`src/rtl/param_datapath.sv`:
```
// param_datapath: self-sequencing register-file datapath.
// A command is captured on a start handshake. An internal FSM then walks
// read-A, read-B, execute and write-back without further controller help.
module param_datapath #(
  parameter  int WIDTH = 16,
  parameter  int NREGS = 8,
  localparam int AW    = $clog2(NREGS)
) (
  input  logic             clk,
  input  logic             reset,
  input  logic             start,
  input  logic [1:0]       kind,
  input  logic [1:0]       ALUop,
  input  logic [1:0]       shift,
  input  logic             wb,
  input  logic [AW-1:0]    rd,
  input  logic [AW-1:0]    rn,
  input  logic [AW-1:0]    rm,
  input  logic [4:0]       imm5,
  input  logic [7:0]       sximm8,
  output logic             busy,
  output logic             done,
  output logic [WIDTH-1:0] c,
  output logic [2:0]       status_out,
  input  logic [AW-1:0]    dbg_addr,
  output logic [WIDTH-1:0] dbg_data
);

  typedef enum logic [2:0] {
    IDLE = 3'd0,
    RD_A = 3'd1,
    RD_B = 3'd2,
    EXEC = 3'd3,
    WB   = 3'd4
  } state_t;

  localparam logic [1:0] KIND_RR   = 2'b00;
  localparam logic [1:0] KIND_RI   = 2'b01;
  localparam logic [1:0] KIND_MOVI = 2'b10;
  localparam logic [1:0] KIND_MOVR = 2'b11;

  localparam logic [1:0] OP_ADD = 2'b00;
  localparam logic [1:0] OP_SUB = 2'b01;
  localparam logic [1:0] OP_AND = 2'b10;
  localparam logic [1:0] OP_MVN = 2'b11;

  state_t           r_state;
  logic [WIDTH-1:0] r_regs [NREGS];
  logic [WIDTH-1:0] r_a;
  logic [WIDTH-1:0] r_b;
  logic [WIDTH-1:0] r_c;
  logic [2:0]       r_status;
  logic             r_done;

  // Latched command fields; the ports are free to change after accept.
  logic [1:0]       r_kind;
  logic [1:0]       r_op;
  logic [1:0]       r_shift;
  logic             r_wb;
  logic [AW-1:0]    r_rd;
  logic [AW-1:0]    r_rn;
  logic [AW-1:0]    r_rm;
  logic [4:0]       r_imm5;
  logic [7:0]       r_imm8;

  logic [WIDTH-1:0] w_bShift;
  logic [WIDTH-1:0] w_result;
  logic [1:0]       w_op;
  logic             w_v;

  assign busy       = (r_state != IDLE);
  assign done       = r_done;
  assign c          = r_c;
  assign status_out = r_status;
  assign dbg_data   = r_regs[dbg_addr];

  // Shifter, ALU and overflow detection evaluated from the latched A/B.
  always_comb begin
    w_bShift = r_b;
    w_result = '0;
    w_v      = 1'b0;
    w_op     = (r_kind == KIND_MOVR) ? OP_ADD : r_op;
    if (r_kind != KIND_RI) begin
      case (r_shift)
        2'b01:   w_bShift = {r_b[WIDTH-2:0], 1'b0};
        2'b10:   w_bShift = {1'b0, r_b[WIDTH-1:1]};
        2'b11:   w_bShift = {r_b[WIDTH-1], r_b[WIDTH-1:1]};
        default: w_bShift = r_b;
      endcase
    end
    case (w_op)
      OP_ADD: begin
        w_result = r_a + w_bShift;
        w_v = (r_a[WIDTH-1] == w_bShift[WIDTH-1]) &&
              (w_result[WIDTH-1] != r_a[WIDTH-1]);
      end
      OP_SUB: begin
        w_result = r_a - w_bShift;
        w_v = (r_a[WIDTH-1] != w_bShift[WIDTH-1]) &&
              (w_result[WIDTH-1] != r_a[WIDTH-1]);
      end
      OP_AND:  w_result = r_a & w_bShift;
      default: w_result = ~w_bShift;
    endcase
  end

  // Command sequencer, operand registers, result/flags and register file.
  always_ff @(posedge clk) begin
    if (reset) begin
      r_state  <= IDLE;
      r_a      <= '0;
      r_b      <= '0;
      r_c      <= '0;
      r_status <= '0;
      r_done   <= 1'b0;
      r_kind   <= '0;
      r_op     <= '0;
      r_shift  <= '0;
      r_wb     <= 1'b0;
      r_rd     <= '0;
      r_rn     <= '0;
      r_rm     <= '0;
      r_imm5   <= '0;
      r_imm8   <= '0;
      for (int i = 0; i < NREGS; i++) r_regs[i] <= '0;
    end else begin
      r_done <= 1'b0;
      case (r_state)
        IDLE: begin
          if (start) begin
            r_kind  <= kind;
            r_op    <= ALUop;
            r_shift <= shift;
            r_wb    <= wb;
            r_rd    <= rd;
            r_rn    <= rn;
            r_rm    <= rm;
            r_imm5  <= imm5;
            r_imm8  <= sximm8;
            r_state <= (kind == KIND_MOVI) ? WB : RD_A;
          end
        end
        RD_A: begin
          r_a     <= (r_kind == KIND_MOVR) ? '0 : r_regs[r_rn];
          r_state <= RD_B;
        end
        RD_B: begin
          r_b     <= (r_kind == KIND_RI) ? {{(WIDTH-5){r_imm5[4]}}, r_imm5}
                                         : r_regs[r_rm];
          r_state <= EXEC;
        end
        EXEC: begin
          r_c      <= w_result;
          r_status <= {(w_result == '0), w_v, w_result[WIDTH-1]};
          r_state  <= WB;
        end
        WB: begin
          if (r_kind == KIND_MOVI)
            r_regs[r_rd] <= {{(WIDTH-8){r_imm8[7]}}, r_imm8};
          else if (r_wb)
            r_regs[r_rd] <= r_c;
          r_done  <= 1'b1;
          r_state <= IDLE;
        end
        default: r_state <= IDLE;
      endcase
    end
  end

endmodule

```
`config.mk`:
```
export PLATFORM = sky130hd
export DESIGN_NAME = param_datapath
export DESIGN_NICKNAME = d
export VERILOG_FILES = /design/src/rtl/param_datapath.sv
export SDC_FILE = /design/constraint.sdc
export NUM_CORES = 1
export LEC_CHECK = 0
export BUFFER_PORTS_ARGS = -buffer_cell sky130_fd_sc_hd__buf_4
export CORE_MARGIN = 2
export CORE_UTILIZATION = 28
export DETAILED_ROUTE_END_ITERATION = 6
export PLACE_DENSITY = 0.48
export SYNTH_ARGS = -nofsm -noshare
export SYNTH_HDL_FRONTEND = slang
export SYNTH_SLANG_ARGS = --single-unit
```
`constraint.sdc`:
```
create_clock -name clk -period 4.95 [get_ports clk]
set_input_delay 0.7425 -clock clk [delete_from_list [all_inputs] [get_ports clk]]
set_output_delay 0.7425 -clock clk [all_outputs]
set_load 0.005 [all_outputs]
```
Word-level counts from Yosys, hierarchy flattened:

Memories as Yosys holds them, arrays and structs flattened. A register that Yosys moved wholly into a read port is not among the register bits.
Index checks and enable logic that the tools add are counted.
Widths: inputs -> output; s select.

* $add $sub $neg: 2
* eq/ne operators: 19
* bitwise logic cells: 3
* reductions and logical operators: 8
* multiplexer cells: 30

Operators by type and width (count)
* $pmux 16 s3: 2
* $mux 16: 5
* $mux 3: 7
* $add 16x16->16: 1
* $and 16x16->16: 1
* $logic_not 16->1: 1
* $not 16->16: 1
* $reduce_or 16->1: 1
* $sub 16x16->16: 1
* $mux 1: 13
* $eq 2x2->1 const B: 6
* $pmux 3 s4: 1
* $eq 2x1->1 const B: 3
* $eq 3x2->1 const B: 2
* $eq 3x1->1 const B: 1
* $eq 3x3->1 const B: 1
* $logic_not 3->1: 1
* $ne 1x1->1: 3
* $reduce_bool 3->1: 1
* $logic_and 1x1->1: 2
* $logic_not 2->1: 1
* $mux 2: 1
* $ne 2x1->1 const B: 1
* $ne 2x2->1 const B: 1
* 4 further kinds: 4

* bits in writable memories: 128
* input bits: 35
* memories kept: 1
* word-level logic and storage cells: 78
* output and inout bits: 37
* flip-flop bits (word level): 84

Memory list
* r_regs: words 8, bits a word 16, rd ports 3, clocked after Yosys merged registers in 2, wr ports 8, line 48 `logic [WIDTH-1:0] r_regs [NREGS];`

Logic depth before layout (Yosys ltp):

Gate-level depths: netlist of run 1.

* depth after elaboration: 8
* gate-level depth with buffers: 19
* gate-level depth less buffers: 16

Worst setup path after synthesis of run 1:

No wires, ideal clock.

* path kind: reg2reg
* from: reg r_shift[1]
* to: reg r_status[2], in the netlist status_out[2]
* library setup time: 0.069 ns
* stages on the path, launching flop included: 18
* clock period less this slack: 3.528 ns
* required time: 4.881 ns
* buffers on the path: 4
* setup slack: 1.422 ns
* arrival: 3.459 ns
* cells stage by stage: dfxtp_1 -> buf_2 -> clkbuf_1 -> clkbuf_1 -> nor2_1 -> a221oi_1 -> inv_1 -> ha_1 -> clkbuf_1 -> inv_1 -> a21o_1 -> a221o_1 -> a31oi_1 -> xnor2_1 -> o311ai_1 -> nor4_1 -> nand4_1 -> o21ai_1

* cells in the longest elaborated chain, start to end: 6
* elaborated cells on any way between the ends: 11
* classes of those cells: add/sub (2); eq/ne (3); mux (3); bitwise (2); reduce/logical (1)

Ends and longest elaborated chain
* from (decl): line 58 `logic [1:0] r_shift;`
* from (signal assigned): line 133 `r_shift <= shift;`
* $eq 2x2->1 / $eq 2x1->1 (equally long branches): line 84 `case (r_shift)`
* $pmux 16 s3 (*): line 84
* $mux 16 (*): line 83 `if (r_kind != KIND_RI) begin`
* $sub 16x16->16, or another cell as far along: line 98 `w_result = r_a - w_bShift;`
* $pmux 16 s3 (*): line 91 `case (w_op)`
* $logic_not 16->1 (*): line 154 `r_status <= {(w_result == '0), w_v, w_result[WIDTH-1]};`
* to (signal assigned): line 154
* to (decl): line 52 `logic [2:0] r_status;`

Every way passes the cells marked *; elsewhere a longest branch is shown, timed or not.
A chain may end at the register's enable or synchronous reset.

Worst setup path after layout of run 1:

* from: reg r_kind[0]
* to: reg r_status[2], in the netlist status_out[2]

* cells in the longest elaborated chain, start to end: 5
* elaborated cells on any way between the ends: 13
* classes of those cells: add/sub (2); eq/ne (4); mux (3); bitwise (2); reduce/logical (2)

Ends and longest elaborated chain
* from (decl): line 56 `logic [1:0] r_kind;`
* from (signal assigned): line 131 `r_kind <= kind;`
* $ne 2x1->1 / $eq 2x2->1 (equally long branches): line 83, 82
* $mux 16 / $mux 2 (equally long branches): line 83, 82
* $sub 16x16->16, or another cell as far along: line 98
* $pmux 16 s3 (*): line 91
* $logic_not 16->1 (*): line 154

Marked as above.

==> impl_metrics.yaml, run 1 <==
synth:
  yosys_register_bits: 217
  synth_top_cell_area_share: 0.288
  post_synth_most_frequent_cells: "226 x sky130_fd_sc_hd__nor2_1, 128 x sky130_fd_sc_hd__edfxtp_1, 98 x sky130_fd_sc_hd__a21oi_1"
  synthesized_instance_count: 1268
  synth_flop_cell: "sky130_fd_sc_hd__edfxtp_1"
  synthesis.area_per_instance_um2: 10.5
  synthesis.nets: 1341
  synthesis.area_mm2: 0.0133
  ys_types: 76
  post-synth-top-area-cell: "sky130_fd_sc_hd__edfxtp_1"
  synthTopCellsByArea: "sky130_fd_sc_hd__edfxtp_1 29%, sky130_fd_sc_hd__mux4_2 16%, sky130_fd_sc_hd__dfxtp_1 13%"
  asyncSetResetFlopFracSynth: 0
  synth_edf_count: 128
  post-synth-top-count-cell: "sky130_fd_sc_hd__nor2_1"
  synth_seq_area_share: 0.422
  yosysWarningCount: 0
power:
  power.clock.fraction: 0.365
  power.ir.vdd_worst_mv: 0.234
  pwr-share-seq: 0.416
  power.static_leakage_nw: 5.35
  switching_power_mw: 1.46
  switching_share: 0.291
  share_comb_of_total_power: 0.219
  power.density_mw_per_mm2: 329
  power_report.internal_total_mw: 3.56
die:
  initial_utilization: 0.285
  die_y_um: 222
  fp.dieW_um: 222
  fp.dieArea_mm2: 0.0494
  ioPinCount: 72
  floorplan.core_area_mm2: 0.0468
  num_rows: 79
final_layout:
  synthToLayoutAreaGrowth_pct: 14.5
  post_route_cells_drive_above_1_share: 0.221
  num_antenna_cells: 0
  finalNetCount: 1367
  filler_cells: 4742
  layout.cell_area.non_filler_mm2: 0.0153
global_route:
  first_global_vias: 10300
  grt_pass1_wl_um: 64800
  antenna_violations_before_repair: 0
  grt-busiest-layer: "met2"
  grtUsageTotal: 0.173
  grt_max_degree: 63
  global_route.usage.met2: 0.302
  grtUsageMet1: 0.230
  remaining_global_route_overflow: 0
  grt_use_met3: 0.0173
detailed_routing:
  dr_total_vias: 10300
  wl_per_cell_um: 22.7
  postRouteAntennaNets: 0
  dr.first_iter.drc_count: 843
  post-route-drc-count: 0
  length_of_the_first_detailed_routing_pass_in_iterations: 5
  vias_per_cell: 5.39
  total_routed_wirelength_um: 43400
sta:
  setup-violations-final: 0
  tns_ps: 0
  period_share: 0.928
  maxSlewHeadroom: 0.281
  worst_slew_pin_slew_ps: 1050
  timing.clock.skew_ps: 11.3
  timing.final.crit_period_ps: 4600
  clock.fmax_ghz: 0.218
  report.final.slew_viol_count: 0
  rsz0062_at_grt: "no"
  timing.final.hold_violations: 0
place:
  place_congestion: 0.880
  io_buffers: 71
  placement.cell_area_mm2: 0.0145
  dp.final_hpwl_um: 30300
clocking:
  clock_tree.root_cell: "sky130_fd_sc_hd__clkbuf_16"
  cts.sink_count: 217
  cts_inserted_buffers: 25
  cts.htree.levels: 1
  worst_skew_pair.late_latency_ps: 530
  post_cts.resized_instances: 0
  clockBufferDepth: 3
  cts_setup_buffers: 0
  tritoncts: "done"
  cts_hold_fix_bufs: 0
  cts.reportedPaths.clkPinSlew_ps: 60
worst_hold_path:
  hold_path.class: "flop to flop"
  min_delay_path_depth: 2
critical_path:
  crit_path_max_fanout: 12
  r2r_setup_slack_ps: 350
  setup.worst_path.end_class: "flop"
  worstPathRequired_ps: 5400
  timing.critical_path.from_type: "flop"
  path_class: "flop to flop"
  critPathArrivalTime_ps: 5050
  reg2regPathDepth: 14
status:
  result_of_the_run: "finished, final reports clean"
run:
  drv_cap: 0
-- layout by cell type (no fill, tap or decap), types with 6 or more instances in the layout --
master and instances:
sky130_fd_sc_hd__edfxtp_1 128, sky130_fd_sc_hd__nand3b_1 8, sky130_fd_sc_hd__o21a_1 6, sky130_fd_sc_hd__nor2_1 226, sky130_fd_sc_hd__nand3_1 18, sky130_fd_sc_hd__a21o_1 9
sky130_fd_sc_hd__a31oi_1 12, sky130_fd_sc_hd__buf_4 103, sky130_fd_sc_hd__mux4_2 96, sky130_fd_sc_hd__dfxtp_1 87, sky130_fd_sc_hd__a221oi_1 6, sky130_fd_sc_hd__nor2b_1 19
sky130_fd_sc_hd__xnor2_1 11, sky130_fd_sc_hd__nor3_1 17, sky130_fd_sc_hd__a21oi_1 98, sky130_fd_sc_hd__inv_1 35, sky130_fd_sc_hd__a211oi_1 27, sky130_fd_sc_hd__mux2i_1 31
sky130_fd_sc_hd__nand2_1 86, sky130_fd_sc_hd__mux2_2 33, sky130_fd_sc_hd__o21ai_0 28, sky130_fd_sc_hd__ha_1 36, sky130_fd_sc_hd__clkbuf_1 6, sky130_fd_sc_hd__a22oi_1 20
sky130_fd_sc_hd__clkbuf_16 28, sky130_fd_sc_hd__nand2b_1 18, sky130_fd_sc_hd__nor4_1 6
-- registers in the layout, summed over array words and instances, names as in the netlist, 5 cells and up, named ones only --
register	count
r_b	16
r_a	16
c	15
r_imm8	8
r_imm5	5
r_regs	128
-- cells by family after synthesis --
| group | Yosys count | share of synthesized area |
|---|---|---|
| simple gates | 433 | 0.145 |
| mux | 160 | 0.213 |
| fa+ha+maj | 38 | 0.0368 |
| xor+xnor | 13 | 0.00854 |
| compound gates | 268 | 0.134 |
| flops | 217 | 0.422 |
| buf+inv | 139 | 0.0414 |
-- critical path: stages, from the launching register on --
cell,delay (ps)
sky130_fd_sc_hd__dfxtp_1,530
sky130_fd_sc_hd__nor2b_1,660
sky130_fd_sc_hd__nor3_1,150
sky130_fd_sc_hd__a21oi_1,400
sky130_fd_sc_hd__inv_1,150
sky130_fd_sc_hd__ha_1,340
sky130_fd_sc_hd__o21bai_1,260
sky130_fd_sc_hd__nand3_1,210
sky130_fd_sc_hd__and4_1,250
sky130_fd_sc_hd__o21ba_2,190
sky130_fd_sc_hd__o32ai_1,370
sky130_fd_sc_hd__nor4bb_1,470
sky130_fd_sc_hd__o2111a_1,300
sky130_fd_sc_hd__nand4_1,100
sky130_fd_sc_hd__o21ai_1,130
-- layer usage --
layer,wire length (um),part of all wire
met1,18800,0.43
met2,21300,0.49
met3,2340,0.054
met4,944,0.022
met5,0,0
-- worst paths after layout --
path                                       to      start
worst max register to register  status_out[2]  r_kind[0]
worst max-delay path            status_out[2]  r_kind[0]
worst min-delay path                     flop    r_rn[0]
worst min register to register           flop    r_rn[0]
-- stage by stage --
step	utilization	power (mW)	hold WS [ps]	cells	setup slack, ps
after floorplan	-	2.86	426	1268	1420
after global placement	0.309	3.22	446	1874	605
after detailed placement	0.309	3.22	443	1874	433
after CTS	0.327	5.06	455	1917	406
after global routing	0.327	5.24	465	1917	125
final	0.327	5.02	453	1917	354
-- final cells by class --
type,instances,area (um^2),share of cell area
Clock buffer,38,761,0.0498
Timing Repair Buffer,103,773,0.0506
Tap cell,607,759,0.0497
Clock inverter,5,50.0,0.00328
Inverter,35,131,0.00860
Multi-Input combinational cell,912,7170,0.469
Sequential cell,217,5630,0.369
-- power by group through the flow --
| stage | logic, mW | clock network (mW) | registers [mW] |
|---|---|---|---|
| after floorplan | 0.797 | 0 | 2.07 |
| final | 1.10 | 1.83 | 2.09 |
| after global routing | 1.19 | 1.94 | 2.10 |
| after CTS | 1.10 | 1.87 | 2.09 |
| after global placement | 1.09 | 0 | 2.12 |
| after detailed placement | 1.09 | 0 | 2.13 |
No activity file was read; power rests on OpenSTA's default activity.
==> run 2, diff against run 1 <==
- BUFFER_PORTS_ARGS: -buffer_cell sky130_fd_sc_hd__buf_4 -> not set
- DONT_BUFFER_PORTS: not set -> 1
- MAX_ROUTING_LAYER: not set -> met4
- PLACE_DENSITY: 0.48 -> 0.46
==> run 2 against run 1 <==
Clock-buffer cell count is 4 lower. Setup slack better by 89 ps. Hold slack worse by 180 ps. Final cell count is 3.4% lower.
==> impl_metrics.yaml, run 2 (synthesized netlist as in run 1, its figures left out) <==
sta:
  tns_ps: 0
  maxSlewHeadroom: 0.158
  timing.clock.skew_ps: 22.9
  rsz0062_at_grt: "no"
  timing.final.crit_period_ps: 4510
  timing.final.hold_violations: 0
  clock.fmax_ghz: 0.222
  period_share: 0.911
  finalHoldWorstSlack_ps: 272
  setup-violations-final: 0
  report.final.slew_viol_count: 0
  worst_slew_pin_slew_ps: 1260
place:
  place_congestion: 0.894
  numPlacedInstances: 1802
  dp.final_hpwl_um: 30400
  io_buffers: 0
final_layout:
  synthToLayoutAreaGrowth_pct: 10.7
  largest_registers: "r_regs: 128 flops, r_a: 16 flops, r_b: 16 flops"
  end_of_flow_core_utilization: 0.316
  finalNetCount: 1296
  post_route_cells_drive_above_1_share: 0.174
  final_common_cell: "sky130_fd_sc_hd__nor2_1"
  layoutNonFillerInstCount: 1851
  most-common-layout-cells: "226 x sky130_fd_sc_hd__nor2_1, 128 x sky130_fd_sc_hd__edfxtp_1, 98 x sky130_fd_sc_hd__a21oi_1"
  largest_register_by_flop_count: "r_regs"
  largest_register_ffs: 128
critical_path:
  cpMaxStageDelayCell: "sky130_fd_sc_hd__dfxtp_1"
  crit_family: "compound AO/OA/AOI/OAI gates"
  path_class: "flop to flop"
  worst_path_most_repeated_cell: "sky130_fd_sc_hd__inv_1"
  worstPathBufferInverterCount: 3
  worstPathRequired_ps: 5410
  crit_chain: "nand2b_1 > and2_0 > a21oi_1 > nor2_1 > a221oi_1 > buf_4 > inv_1 > ha_1 > inv_1 > a21o_1 > a221o_1 > a31oi_1 > xnor2_1 > o311ai_1 > nor4_1 > nand4_1 > o21ai_1"
  timing.critical_path.from_type: "flop"
  critPathArrivalTime_ps: 4960
  setup.worst_path.end_class: "flop"
  crit_path_max_fanout: 15
  crit_path_max_incr_delay_ps: 510
detailed_routing:
  wl_per_cell_um: 23.3
  dr_total_vias: 10000
  length_of_the_first_detailed_routing_pass_in_iterations: 5
  total_routed_wirelength_um: 43100
  postRouteAntennaNets: 0
  dr.first_iter.drc_count: 678
  post-route-drc-count: 0
  vias_per_cell: 5.43
clocking:
  worst_skew_pair.late_latency_ps: 540
  tritoncts: "done"
  clockBufferDepth: 3
  cts.sink_count: 217
  cts_inserted_buffers: 26
  cts.reportedPaths.clkPinSlew_ps: 60
  cts.htree.levels: 1
  cts_hold_fix_bufs: 0
  clock_tree.root_cell: "sky130_fd_sc_hd__clkbuf_16"
power:
  power.density_mw_per_mm2: 339
  design_power_total_mw: 5.00
  power.static_leakage_nw: 5.00
  power.ir.vdd_worst_mv: 0.237
die:
  fp.dieW_um: 222
  initial_utilization: 0.285
  fp.dieArea_mm2: 0.0494
  num_rows: 79
  die_y_um: 222
  floorplan.core_area_mm2: 0.0468
  ioPinCount: 72
run:
  drv_cap: 0
global_route:
  remaining_global_route_overflow: 0
  grt_pass1_wl_um: 64700
  antenna_violations_before_repair: 1
  grtUsageTotal: 0.178
  first_global_vias: 10000
  grt_max_degree: 93
worst_hold_path:
  hold_path.class: "input pin to flop"
status:
  result_of_the_run: "finished, final reports clean"
[run 2: layout make-up]
class                   count  area, um^2
fillers                  4743       32000
multi-input cells         912        7170
flip-flops and latches    217        5630
well taps                 607         759
clock buffers              34         681
repair buffers             31         233
clock inverters            14         155
inverters                  35         131
diodes                      1        2.50
[run 2: metrics by stage]
stage	worst slack, ps	cell area, um^2
2_1_floorplan	1420	13300
3_3_place_gp	628	13900
3_5_place_dp	544	13900
4_1_cts	483	14800
5_1_grt	138	14800
6_report	443	14800
[run 2: layer usage]
layer  part of all wire  vias to the layer above  wire length [um]  GRT usage
met5                  0                        -                 0          -
met4              0.023                        0               991     0.0442
met3              0.059                       66              2540     0.0259
met2               0.50                      298             21700      0.308
met1               0.41                     5049             17900      0.217
li1                   -                     4629                 -          -
[run 2: where the power goes]
part / leakage [nW] / internal, mW / total, mW / switching, mW
sequential: 2.05 / 1.99 / 2.10 / 0.112
clock: 0.409 / 1.12 / 1.88 / 0.759
combinational: 2.54 / 0.429 / 1.01 / 0.581
[run 2: path summary, 6_finish.rpt]
check | slack [ps] | start | cells past startpoint | endpoint
worst max-delay path | 440 | r_kind[0] | 17 | status_out[2]
worst min-delay path | 270 | reset | 1 | r_shift[0]
worst max register to register | 440 | r_kind[0] | 17 | status_out[2]
worst min register to register | 440 | r_rn[0] | 2 | flop
[run 2: what timing repair did]
item                                    in CTS  in global routing
endpoints found under the setup margin       0                  1
resized for setup                            0                  1
buffers inserted                             0                  0
